`src/rtl/vend_arbiter_ctrl.sv`:
```
// rtl/vend_arbiter_ctrl.sv - two-slot coin arbiter and vend controller with round-robin first-coin grant.
// Optional sales_cnt output when VEND_ARBITER_CTRL_AUDIT_EN is defined.
module vend_arbiter_ctrl #(
  parameter int PRICE   = 3,
  parameter int TIMEOUT = 16
) (
  input  logic       clk,
  input  logic       rst,
  input  logic [1:0] coin_a,
  input  logic [1:0] coin_b,
  input  logic       motor_ack,
  output logic [1:0] owner,
  output logic       reject_a,
  output logic       reject_b,
  output logic [2:0] credit,
  output logic       motor_req,
  output logic [1:0] change,
  output logic       change_vld,
  output logic [2:0] refund,
  output logic       refund_vld,
  output logic       busy
`ifdef VEND_ARBITER_CTRL_AUDIT_EN
  ,
  output logic [7:0] sales_cnt
`endif
);

  typedef enum logic [2:0] {
    S_IDLE,
    S_COLLECT,
    S_VEND,
    S_CHANGE,
    S_REFUND
  } state_t;

  localparam logic [2:0] LP_PRICE   = 3'(PRICE);
  localparam logic [7:0] LP_TO_LAST = 8'(TIMEOUT - 1);

  state_t     r_state;
  state_t     w_next;
  logic [1:0] r_owner;
  logic [2:0] r_credit;
  logic [7:0] r_idle_cnt;
  logic       r_rr_b;
  logic       r_rej_a;
  logic       r_rej_b;

  logic       w_ok_a;
  logic       w_ok_b;
  logic       w_acc_a;
  logic       w_acc_b;
  logic       w_coin;
  logic [2:0] w_val_a;
  logic [2:0] w_val_b;
  logic [2:0] w_sum;
  logic       w_hit;
  logic [1:0] w_change;

  assign w_ok_a  = (coin_a == 2'd1) || (coin_a == 2'd2);
  assign w_ok_b  = (coin_b == 2'd1) || (coin_b == 2'd2);
  assign w_val_a = w_ok_a ? {1'b0, coin_a} : 3'd0;
  assign w_val_b = w_ok_b ? {1'b0, coin_b} : 3'd0;

  // Only one coin is ever accepted per cycle: in IDLE the round-robin pointer
  // breaks ties, in COLLECT only the session owner's slot is open.
  always_comb begin
    w_acc_a = 1'b0;
    w_acc_b = 1'b0;
    case (r_state)
      S_IDLE: begin
        w_acc_a = w_ok_a && (!w_ok_b || !r_rr_b);
        w_acc_b = w_ok_b && (!w_ok_a || r_rr_b);
      end
      S_COLLECT: begin
        w_acc_a = w_ok_a && (r_owner == 2'b01);
        w_acc_b = w_ok_b && (r_owner == 2'b10);
      end
      default: ;
    endcase
  end

  assign w_coin   = w_acc_a || w_acc_b;
  assign w_sum    = r_credit + (w_acc_a ? w_val_a : (w_acc_b ? w_val_b : 3'd0));
  assign w_hit    = w_sum >= LP_PRICE;
  assign w_change = r_credit[1:0] - LP_PRICE[1:0];

  always_ff @(posedge clk or posedge rst) begin
    if (rst) r_state <= S_IDLE;
    else     r_state <= w_next;
  end

  always_comb begin
    w_next = r_state;
    case (r_state)
      S_IDLE: begin
        if (w_coin) w_next = w_hit ? S_VEND : S_COLLECT;
      end
      S_COLLECT: begin
        // An accepted coin on the expiry cycle takes priority over the refund.
        if (w_coin) begin
          if (w_hit) w_next = S_VEND;
        end else if (r_idle_cnt == LP_TO_LAST) begin
          w_next = S_REFUND;
        end
      end
      S_VEND: begin
        if (motor_ack) w_next = S_CHANGE;
      end
      S_CHANGE: w_next = S_IDLE;
      S_REFUND: w_next = S_IDLE;
      default:  w_next = S_IDLE;
    endcase
  end

  always_ff @(posedge clk or posedge rst) begin
    if (rst) begin
      r_owner    <= 2'b00;
      r_credit   <= 3'd0;
      r_idle_cnt <= 8'd0;
      r_rr_b     <= 1'b0;
      r_rej_a    <= 1'b0;
      r_rej_b    <= 1'b0;
    end else begin
      r_rej_a <= (coin_a != 2'd0) && !w_acc_a;
      r_rej_b <= (coin_b != 2'd0) && !w_acc_b;
      case (r_state)
        S_IDLE: begin
          if (w_coin) begin
            r_owner    <= w_acc_a ? 2'b01 : 2'b10;
            r_credit   <= w_sum;
            r_rr_b     <= w_acc_a;
            r_idle_cnt <= 8'd0;
          end
        end
        S_COLLECT: begin
          if (w_coin) begin
            r_credit   <= w_sum;
            r_idle_cnt <= 8'd0;
          end else begin
            r_idle_cnt <= r_idle_cnt + 8'd1;
          end
        end
        S_CHANGE, S_REFUND: begin
          r_credit <= 3'd0;
          r_owner  <= 2'b00;
        end
        default: ;
      endcase
    end
  end

`ifdef VEND_ARBITER_CTRL_AUDIT_EN
  logic [7:0] r_sales_cnt;

  always_ff @(posedge clk or posedge rst) begin
    if (rst)                                    r_sales_cnt <= 8'd0;
    else if ((r_state == S_VEND) && motor_ack) r_sales_cnt <= r_sales_cnt + 8'd1;
  end

  assign sales_cnt = r_sales_cnt;
`endif

  always_comb begin
    owner      = r_owner;
    credit     = r_credit;
    reject_a   = r_rej_a;
    reject_b   = r_rej_b;
    busy       = (r_state != S_IDLE);
    motor_req  = (r_state == S_VEND);
    change_vld = (r_state == S_CHANGE);
    change     = (r_state == S_CHANGE) ? w_change : 2'd0;
    refund_vld = (r_state == S_REFUND);
    refund     = (r_state == S_REFUND) ? r_credit : 3'd0;
  end

endmodule

```
`config.mk`:
```
export PLATFORM = sky130hd
export DESIGN_NAME = vend_arbiter_ctrl
export DESIGN_NICKNAME = d
export VERILOG_FILES = /design/src/rtl/vend_arbiter_ctrl.sv
export SDC_FILE = /design/constraint.sdc
export NUM_CORES = 1
export LEC_CHECK = 0
export BUFFER_PORTS_ARGS = -buffer_cell sky130_fd_sc_hd__buf_4
export CAP_MARGIN = 20
export CORE_AREA = 2 2 52 54
export CTS_CLUSTER_DIAMETER = 80
export DETAILED_ROUTE_END_ITERATION = 8
export DIE_AREA = 0 0 54 56
export HOLD_SLACK_MARGIN = 0.12
export PLACE_DENSITY_LB_ADDON = 0.3
export SLEW_MARGIN = 10
export SYNTH_ARGS = -nofsm -noshare
export SYNTH_HDL_FRONTEND = slang
export SYNTH_SLANG_ARGS = --single-unit
export TNS_END_PERCENT = 5
```
`constraint.sdc`:
```
create_clock -name clk -period 2.6 [get_ports clk]
set_input_delay 0.26 -clock clk [delete_from_list [all_inputs] [get_ports clk]]
set_output_delay 0.26 -clock clk [all_outputs]
set_load 0.05 [all_outputs]
```
==> flow_metrics.tcl, run 1 <==
set metrics [dict create \
    tightest_slew_ps 741 \
    cp-start-kind "flop" \
    layout-drive-gt1-share 0.220 \
    yosysTopAreaCell "dfrtp_1" \
    fmax_ghz 0.408 \
    setup-violations-final 0 \
    track_usage 0.208 \
    insertion_delay_ps 300 \
    grt_pass1_wl_um 4810 \
    synth_fp_nets 156 \
    dpl.hpwl_um 2170 \
    period_needed_ps 2450 \
    hold_start "motor_ack" \
    synth_edf_count 0 \
    rsz0062_at_grt "yes" \
    relSlewSlack 0.506 \
    fin_worst_skew_ps 6.25 \
    hp-class "input pin to flop" \
    leakagePower_uw 0.000775 \
    dp_slack_ps -67.5 \
    htree_levels 1 \
    cp_max_fo 4 \
    drtIter0Drc 18 \
    async_flop_share 1.00 \
    maxCapViolations 0 \
    intPower_uw 787 \
    ir_worst_vdd_v 0.000596 \
    clock-sinks 19 \
    cts.clk_slew.worst_paths_ps 110 \
    switchingPower_uw 751 \
    grt_pass1_vias 1140 \
    fillers 208 \
    ios 23 \
    antenna_found_initial 0 \
    yosys_most_used_dff "dfrtp_1" \
    path_class "flop to flop" \
    num-nets-final 185 \
    status "finished clean" \
    synth_cell_types 45 \
    syn_area_um2 1280 \
    ys_seq_elements 19 \
    post_cts_buffers 0 \
    yosysWarnings 0 \
    portBuffers 22 \
    clock_power_share 0.098 \
    crit_start "r_state[0]$_DFFE_PP0P_" \
    hold_viol 0 \
    viasPerCell 5.67 \
    ant_nets 0 \
    rows 18 \
    cts_buffers 3 \
    worst-r2r-setup-slack_ps 150 \
    first_pass_iters 4 \
    synth.yosys.seq_area_share 0.371 \
    initial_utilization 0.527 \
    wire_per_inst_um 14.1 \
    synthTopCellsByArea "dfrtp_1 (37%), ha_1 (7.8%), inv_1 (4.4%), nor2_1 (4.1%), nand2_1 (3.5%)" \
    syn_inst 140 \
    end_kind "flop" \
    die-height_um 56 \
    arrival_ps 2640 \
    clock_path_buffers 2 \
    synth_top_area_share 0.371 \
    final_util 0.638 \
    diodes 0 \
    reg2reg_from "r_state[0]$_DFFE_PP0P_" \
    p_sw_frac 0.488 \
    power_frac_seq 0.303 \
    multi_input_area_um2 723 \
    drv_slew 0 \
    grt_max_degree 20 \
    p_per_area_nw_per_um2 991 \
    routabilityCongestion 0.891 \
    core_area_um2 2430 \
    vias 1122 \
    p_comb_frac 0.599 \
    syn_area_per_cell_um2 9.16 \
    die_w_um 54 \
    die-area_um2 3020 \
    cp.required_ps 2790 \
    area_growth_pct 21.0 \
    yosys-top-cells-count "dfrtp_1 (19), inv_1 (15), nor2_1 (14)" \
    yosysMostFrequentCell "dfrtp_1" \
    grt_overflow_total 0 \
    drt_wl_total_um 2790 \
    register_area_um2 475 \
    setup_ws_ps 152 \
    cts_tree "yes" \
    timing.final.crit_share 0.942 \
    drc 0 \
    clockRootBuffer "clkbuf_4" \
]
[flip-flops by register name, indices dropped and copies added, names as in the netlist]
name and count:
credit 3, owner 2, r_idle_cnt 8, r_rr_b 1, r_state 3, reject_a 1
reject_b 1
[power by group through the flow]
stage,logic [µW],clock network [µW],registers [µW]
finish,921,150,467
global route,1000,166,483
CTS,921,155,467
detailed placement,917,0,472
global placement,891,0,469
floorplan,540,0,587
[metrics by stage]
step	hold WS (ps)	power [µW]	cells	TNS, ps	area, µm²
after global routing	243	1650	198	-21.5	1550
after floorplan	211	1130	140	0	1280
after global placement	427	1360	193	0	1510
final	226	1540	198	0	1550
after CTS	228	1540	198	0	1550
after detailed placement	439	1390	193	-126	1510
[worst paths after layout]
path,depth (start not counted),endpoint
min in group asynchronous,3,owner[1]$_DFFE_PP0P_
hold reg to reg,1,credit[2]$_DFFE_PP0P_
setup / recovery,9,r_state[1]$_DFFE_PP0P_
max in group asynchronous,3,r_idle_cnt[3]$_DFFE_PP0P_
hold / removal,3,r_state[0]$_DFFE_PP0P_
setup reg to reg,9,r_state[1]$_DFFE_PP0P_
[cell usage in the layout, fill, tap and decap left out, types with 2 or more instances in the layout]
master and count:
buf_4 27, dfrtp_1 19, inv_1 15, nor2_1 14
nand2_1 12, ha_1 8, o21ai_0 6, nand3_1 6
nor3_1 4, and2_1 4, a21oi_1 3, xnor2_1 3
clkbuf_4 3, nand3b_1 2, a22o_1 2, nor3b_1 2
a21o_1 2, nor4_1 2, o21a_1 2, o2111a_1 2
mux2i_1 2
[worst max-delay path: stages (launching register included)]
cell and delay, ps:
dfrtp_1 450, or3b_1 420, o2111a_1 170, a22o_1 190, ha_1 170, inv_1 70, fa_1 440, inv_1 90
a21oi_2 70, o41ai_1 270
[timing repair]
action / CTS / global route
endpoints found under the setup margin: 0 / 2
endpoints found under the hold margin: 19 / 0
hold buffers: 1 / 0
resized for setup: 0 / 1
[cell families (layout without fill, tap and decap cells)]
group / after synthesis / after routing / synth area share
AOI/OAI and AO/OA: 31 / 31 / 0.191
xor gates and xnor gates: 4 / 4 / 0.0273
adders and majority gates: 9 / 9 / 0.0937
buffers and inverters: 20 / 48 / 0.0683
DFF: 19 / 19 / 0.371
muxes: 2 / 2 / 0.0156
and+or+nand+nor: 55 / 55 / 0.233
[cell type report]
class,count,area share
clock buffer,4,0.0169
inverter,15,0.0363
multi-input combinational,101,0.466
sequential,19,0.306
tap,30,0.0242
timing repair buffer,29,0.150
[layer usage]
layer  vias up  share of wire  routed length [µm]  global-route usage
met5         -              0                   0                   0
met4         0          0.018                  49              0.0786
met3         7          0.032                  90              0.0269
met2        30           0.52                1450               0.357
met1       536           0.43                1200               0.255
li1        549              -                   -                   -
(Power assumes the default switching activity.)
==> inputs of run 2 (changes only) <==
--- a/config.mk
+++ b/config.mk
@@ -8,10 +8,11 @@
 export BUFFER_PORTS_ARGS = -buffer_cell sky130_fd_sc_hd__buf_4
 export CAP_MARGIN = 20
-export CORE_AREA = 2 2 52 54
+export CORE_AREA = 2 2 54 56
 export CTS_CLUSTER_DIAMETER = 80
 export DETAILED_ROUTE_END_ITERATION = 8
-export DIE_AREA = 0 0 54 56
+export DIE_AREA = 0 0 56 58
 export HOLD_SLACK_MARGIN = 0.12
 export PLACE_DENSITY_LB_ADDON = 0.3
+export RECOVER_POWER = 25
 export SLEW_MARGIN = 10
 export SYNTH_ARGS = -nofsm -noshare
==> constraint.sdc (replaced) <==
create_clock -name clk -period 2.6 [get_ports clk]
set_input_delay 0.13 -clock clk [delete_from_list [all_inputs] [get_ports clk]]
set_output_delay 0.13 -clock clk [all_outputs]
set_load 0.05 [all_outputs]
==> flow_metrics.tcl, run 2 (synthesis results as in run 1) <==
set metrics [dict create \
    multi_input_area_um2 719 \
    relSlewSlack 0.518 \
    worst-r2r-setup-slack_ps 160 \
    grt_pass1_vias 1041 \
    fin_worst_skew_ps 11.0 \
    rr_worst_depth 10 \
    dp_slack_ps 92.7 \
    largest_reg_flops 8 \
    clock_path_buffers 2 \
    die_w_um 56 \
    final_cell_mix "buf_4 (22), dfrtp_1 (18), inv_1 (15), nor2_1 (14), nand2_1 (12)" \
    drc 0 \
    first_pass_iters 4 \
    htree_levels 1 \
    post-place-cells 195 \
    portBuffers 22 \
    holdPathStages 4 \
    grt_max_degree 20 \
    ios 23 \
    die-height_um 58 \
    arrival_ps 2620 \
    cts_buffers 3 \
    power_uw 1490 \
    clockRootBuffer "clkbuf_4" \
    crit_chain "or3b_1 > o2111a_1 > a22o_1 > ha_1 > inv_1 > fa_1 > inv_1 > a21oi_1 > a32oi_1 > nand3_1" \
    grt_pass1_wl_um 4850 \
    slowest_delay_ps 460 \
    drtIter0Drc 15 \
    routabilityCongestion 0.786 \
    ant_nets 0 \
    track_usage 0.191 \
    cp-start-kind "flop" \
    whs_endpoint "reject_a$_DFF_PP0_" \
    drt_wl_total_um 2780 \
    rsz0062_at_grt "no" \
    leakagePower_uw 0.000753 \
    ir_worst_vdd_v 0.000704 \
    path_class "flop to flop" \
    clock-sinks 19 \
    layout-drive-gt1-share 0.188 \
    core_area_um2 2660 \
    area_growth_pct 19.5 \
    setup_ws_ps 161 \
    diodes 0 \
    fmax_ghz 0.410 \
    timing.critical_path.mode_cell "inv_1" \
    cp.required_ps 2780 \
    reg2reg_from "r_state[0]$_DFFE_PP0P_" \
    vias 1090 \
    viasPerCell 5.42 \
    hp-class "input pin to flop" \
    wire_per_inst_um 13.8 \
    post_cts_buffers 0 \
    antenna_found_initial 0 \
    grt_overflow_total 0 \
    timing.rr.end "r_state[0]$_DFFE_PP0P_" \
    end_kind "flop" \
    final_common_cell "buf_4" \
    insertion_delay_ps 300 \
    cp_max_fo 6 \
    dpl.hpwl_um 2230 \
    status "finished clean" \
    initial_utilization 0.482 \
    period_needed_ps 2440 \
    timing.final.crit_share 0.938 \
    p_per_area_nw_per_um2 974 \
    rows 19 \
    instances_no_fill 201 \
    cts_tree "yes" \
    hold_start "coin_a[1]" \
    maxCapViolations 0 \
    drv_slew 0 \
    tightest_slew_ps 723 \
    path_buf_inv 2 \
    num-nets-final 187 \
    cts.clk_slew.worst_paths_ps 110 \
    hold_viol 0 \
    die-area_um2 3250 \
    cp_top_family "compound AO/OA/AOI/OAI gates" \
    tns_ps 0 \
    worst_path_max_delay_cell "dfrtp_2" \
    fillers 264 \
    setup-violations-final 0 \
    register_area_um2 477 \
    top_register "r_idle_cnt" \
]
-- run 2: cell count changes in the layout (fill, tap and decap cells not counted), sizes merged --
cell         before  now
buf              28   22
dlygate4sd3       1    2
clkbuf            4   11
-- run 2: cell type report --
| class | count | share of cell area |
|---|---|---|
| timing repair buffer | 31 | 0.140 |
| clock buffer | 4 | 0.0171 |
| inverter | 15 | 0.0367 |
| tap | 31 | 0.0253 |
| sequential | 19 | 0.311 |
| multi-input combinational | 101 | 0.469 |
-- run 2: metal layers --
metal  share of wire  global-route usage  vias to the layer above
met2            0.50               0.333                       23
met5               0                   0                        -
li1                -                   -                      548
met1            0.45               0.239                      513
met3           0.033              0.0268                        6
met4           0.016              0.0782                        0
-- run 2: timing repair --
action | CTS | global route
resized for setup | 0 | 1
endpoints found under the hold margin | 20 | 0
setup endpoints to repair | 0 | 1
hold buffers | 2 | 0
-- run 2: stage by stage --
stage / util / area (µm²) / hold WS (ps)
after detailed placement: 0.566 / 1510 / 312
after CTS: 0.584 / 1550 / 211
after global routing: 0.576 / 1530 / 231
final: 0.576 / 1530 / 213
after floorplan: - / 1280 / 81.1
after global placement: 0.566 / 1510 / 293
-- run 2: worst max path at each step --
stage                           start                      to  cells past startpoint
6_report       r_state[0]$_DFFE_PP0P_  r_state[0]$_DFFE_PP0P_                     10
5_1_grt        r_state[0]$_DFFE_PP0P_  r_state[0]$_DFFE_PP0P_                     10
4_1_cts        r_state[0]$_DFFE_PP0P_  r_state[0]$_DFFE_PP0P_                     10
3_5_place_dp                coin_a[0]  r_state[0]$_DFFE_PP0P_                     13
3_3_place_gp                coin_a[0]  r_state[1]$_DFFE_PP0P_                     12
2_1_floorplan    owner[0]$_DFFE_PP0P_  r_state[0]$_DFFE_PP0P_                     11
-- run 2: power by group --
part	switching [µW]	internal, µW
logic	564	305
registers	91.9	379
clock network	93.0	59.8
-- run 2: tightest hold or removal path, delay by kind of cell --
family                   cells  cell delay [ps]
buffers and inverters        2              180
adder cells (fa/ha/maj)      1              140
AND/OR/NAND/NOR              1               50
==> inputs of run 3 (changes only) <==
Settings changed: CELL_PAD_IN_SITES_DETAIL_PLACEMENT set to 1, CELL_PAD_IN_SITES_GLOBAL_PLACEMENT set to 1, CORE_AREA 2 2 54 56 to 2 2 59 61, DIE_AREA 0 0 56 58 to 0 0 61 63.
==> flow_metrics.tcl, run 3 (synthesis results as in run 1) <==
set metrics [dict create \
    rows 21 \
    status "finished clean" \
    htree_levels 1 \
    holdPathStages 4 \
    ios 23 \
    area_growth_pct 21.8 \
    path_class "flop to flop" \
    largest_reg_flops 8 \
    diodes 0 \
    wl_met1_um 1420 \
    drv_slew 0 \
    rr_worst_depth 10 \
    tightest_slew_ps 764 \
    insertion_delay_ps 300 \
    die-area_um2 3840 \
    maxCapViolations 0 \
    leakagePower_uw 0.000766 \
    setup-violations-final 0 \
    hp-class "input pin to flop" \
    antenna_found_initial 0 \
    p_per_area_nw_per_um2 975 \
    grt_pass1_wl_um 5380 \
    dr_wl_met3_um 82 \
    period_needed_ps 2430 \
    ir_worst_vdd_v 0.000608 \
    arrival_ps 2630 \
    die_w_um 61 \
    drtIter0Drc 27 \
    hold_viol 0 \
    first_pass_iters 4 \
    grt_max_degree 20 \
    die-height_um 63 \
    routabilityCongestion 0.783 \
    post_cts_buffers 0 \
    core_area_um2 3230 \
    relSlewSlack 0.490 \
    highest_layer "met4" \
    fin_worst_skew_ps 15.6 \
    cts.clk_slew.worst_paths_ps 120 \
    clockRootBuffer "clkbuf_4" \
    ant_nets 0 \
    cts_hold_buf 2 \
    initial_utilization 0.397 \
    final_common_cell "buf_4" \
    cp-start-kind "flop" \
    track_usage 0.185 \
    cts_tree "yes" \
    final_util 0.483 \
    cts_buffers 3 \
    vias 1157 \
    portBuffers 22 \
    layout-drive-gt1-share 0.200 \
    drt_wl_total_um 3200 \
    drc 0 \
    rsz0062_at_grt "no" \
    viasPerCell 5.36 \
    top_register "r_idle_cnt" \
    grt_overflow_total 0 \
    cp.required_ps 2800 \
    cts.repair.resized 0 \
    cp_max_fo 4 \
    clock_path_buffers 2 \
    tns_ps 0 \
    clock-sinks 19 \
    met2_length_um 1660 \
    num-nets-final 187 \
    final_cell_mix "buf_4 (25), dfrtp_1 (19), inv_1 (15), nor2_1 (14), nand2_1 (12)" \
    grt_pass1_vias 1183 \
    wire_per_inst_um 14.8 \
    worst-r2r-setup-slack_ps 170 \
    fmax_ghz 0.412 \
    dpl.hpwl_um 2530 \
    end_kind "flop" \
    timing.final.crit_share 0.934 \
]
## run 3: changes by cell type in the layout (fill, tap and decap cells not counted)
cell | before | now
buf_4 | 22 | 25
clkbuf_1 | 7 | 4
dfrtp_1 | 18 | 19
dfrtp_2 | 1 | 0
## run 3: layer usage
metal  global-route usage  vias up
met5                    0        -
met1                0.214      583
li1                     -      552
met3               0.0290        5
met2                0.335       17
met4               0.0571        0
## run 3: worst paths after layout
check                                            start                         to
worst min register to register   credit[2]$_DFFE_PP0P_      credit[2]$_DFFE_PP0P_
min in group asynchronous                          rst       owner[1]$_DFFE_PP0P_
max in group asynchronous                          rst  r_idle_cnt[7]$_DFFE_PP0P_
worst max-delay path            r_state[0]$_DFFE_PP0P_     r_state[0]$_DFFE_PP0P_
worst max register to register  r_state[0]$_DFFE_PP0P_     r_state[0]$_DFFE_PP0P_
worst min-delay path                         coin_b[1]         reject_b$_DFF_PP0_
## run 3: area by class of cell
| cell class | count | area, µm² |
|---|---|---|
| repair buffers | 31 | 226 |
| multi-input cells | 101 | 719 |
| clock buffers | 4 | 26.3 |
| well taps | 46 | 57.6 |
| inverters | 15 | 56.3 |
| flip-flops and latches | 19 | 475 |
| fillers | 407 | 1670 |
## run 3: power by group
group          internal (µW)  leakage (µW)  switching [µW]
Clock                   59.8     0.0000150            93.0
Sequential               377      0.000245            93.5
Combinational            321      0.000505             578
Total                    758      0.000766             765
## run 3: critical path, cell delays in order (launching register included)
cell and delay [ps]:
dfrtp_1 450, or3b_1 410, o2111a_1 180, a22o_1 190, ha_1 170, inv_1 70, fa_1 430, inv_1 70
a21oi_1 90, a32oi_1 180, nand3_1 90
## run 3: through the flow
stage	area, µm²	hold WS [ps]	power, µW	cells	worst slack [ps]
floorplan	1280	81.1	1130	140	161
global placement	1530	313	1360	210	130
detailed placement	1530	328	1390	210	50.4
CTS	1570	245	1550	216	147
global route	1560	235	1640	216	15.7
finish	1560	249	1520	216	170
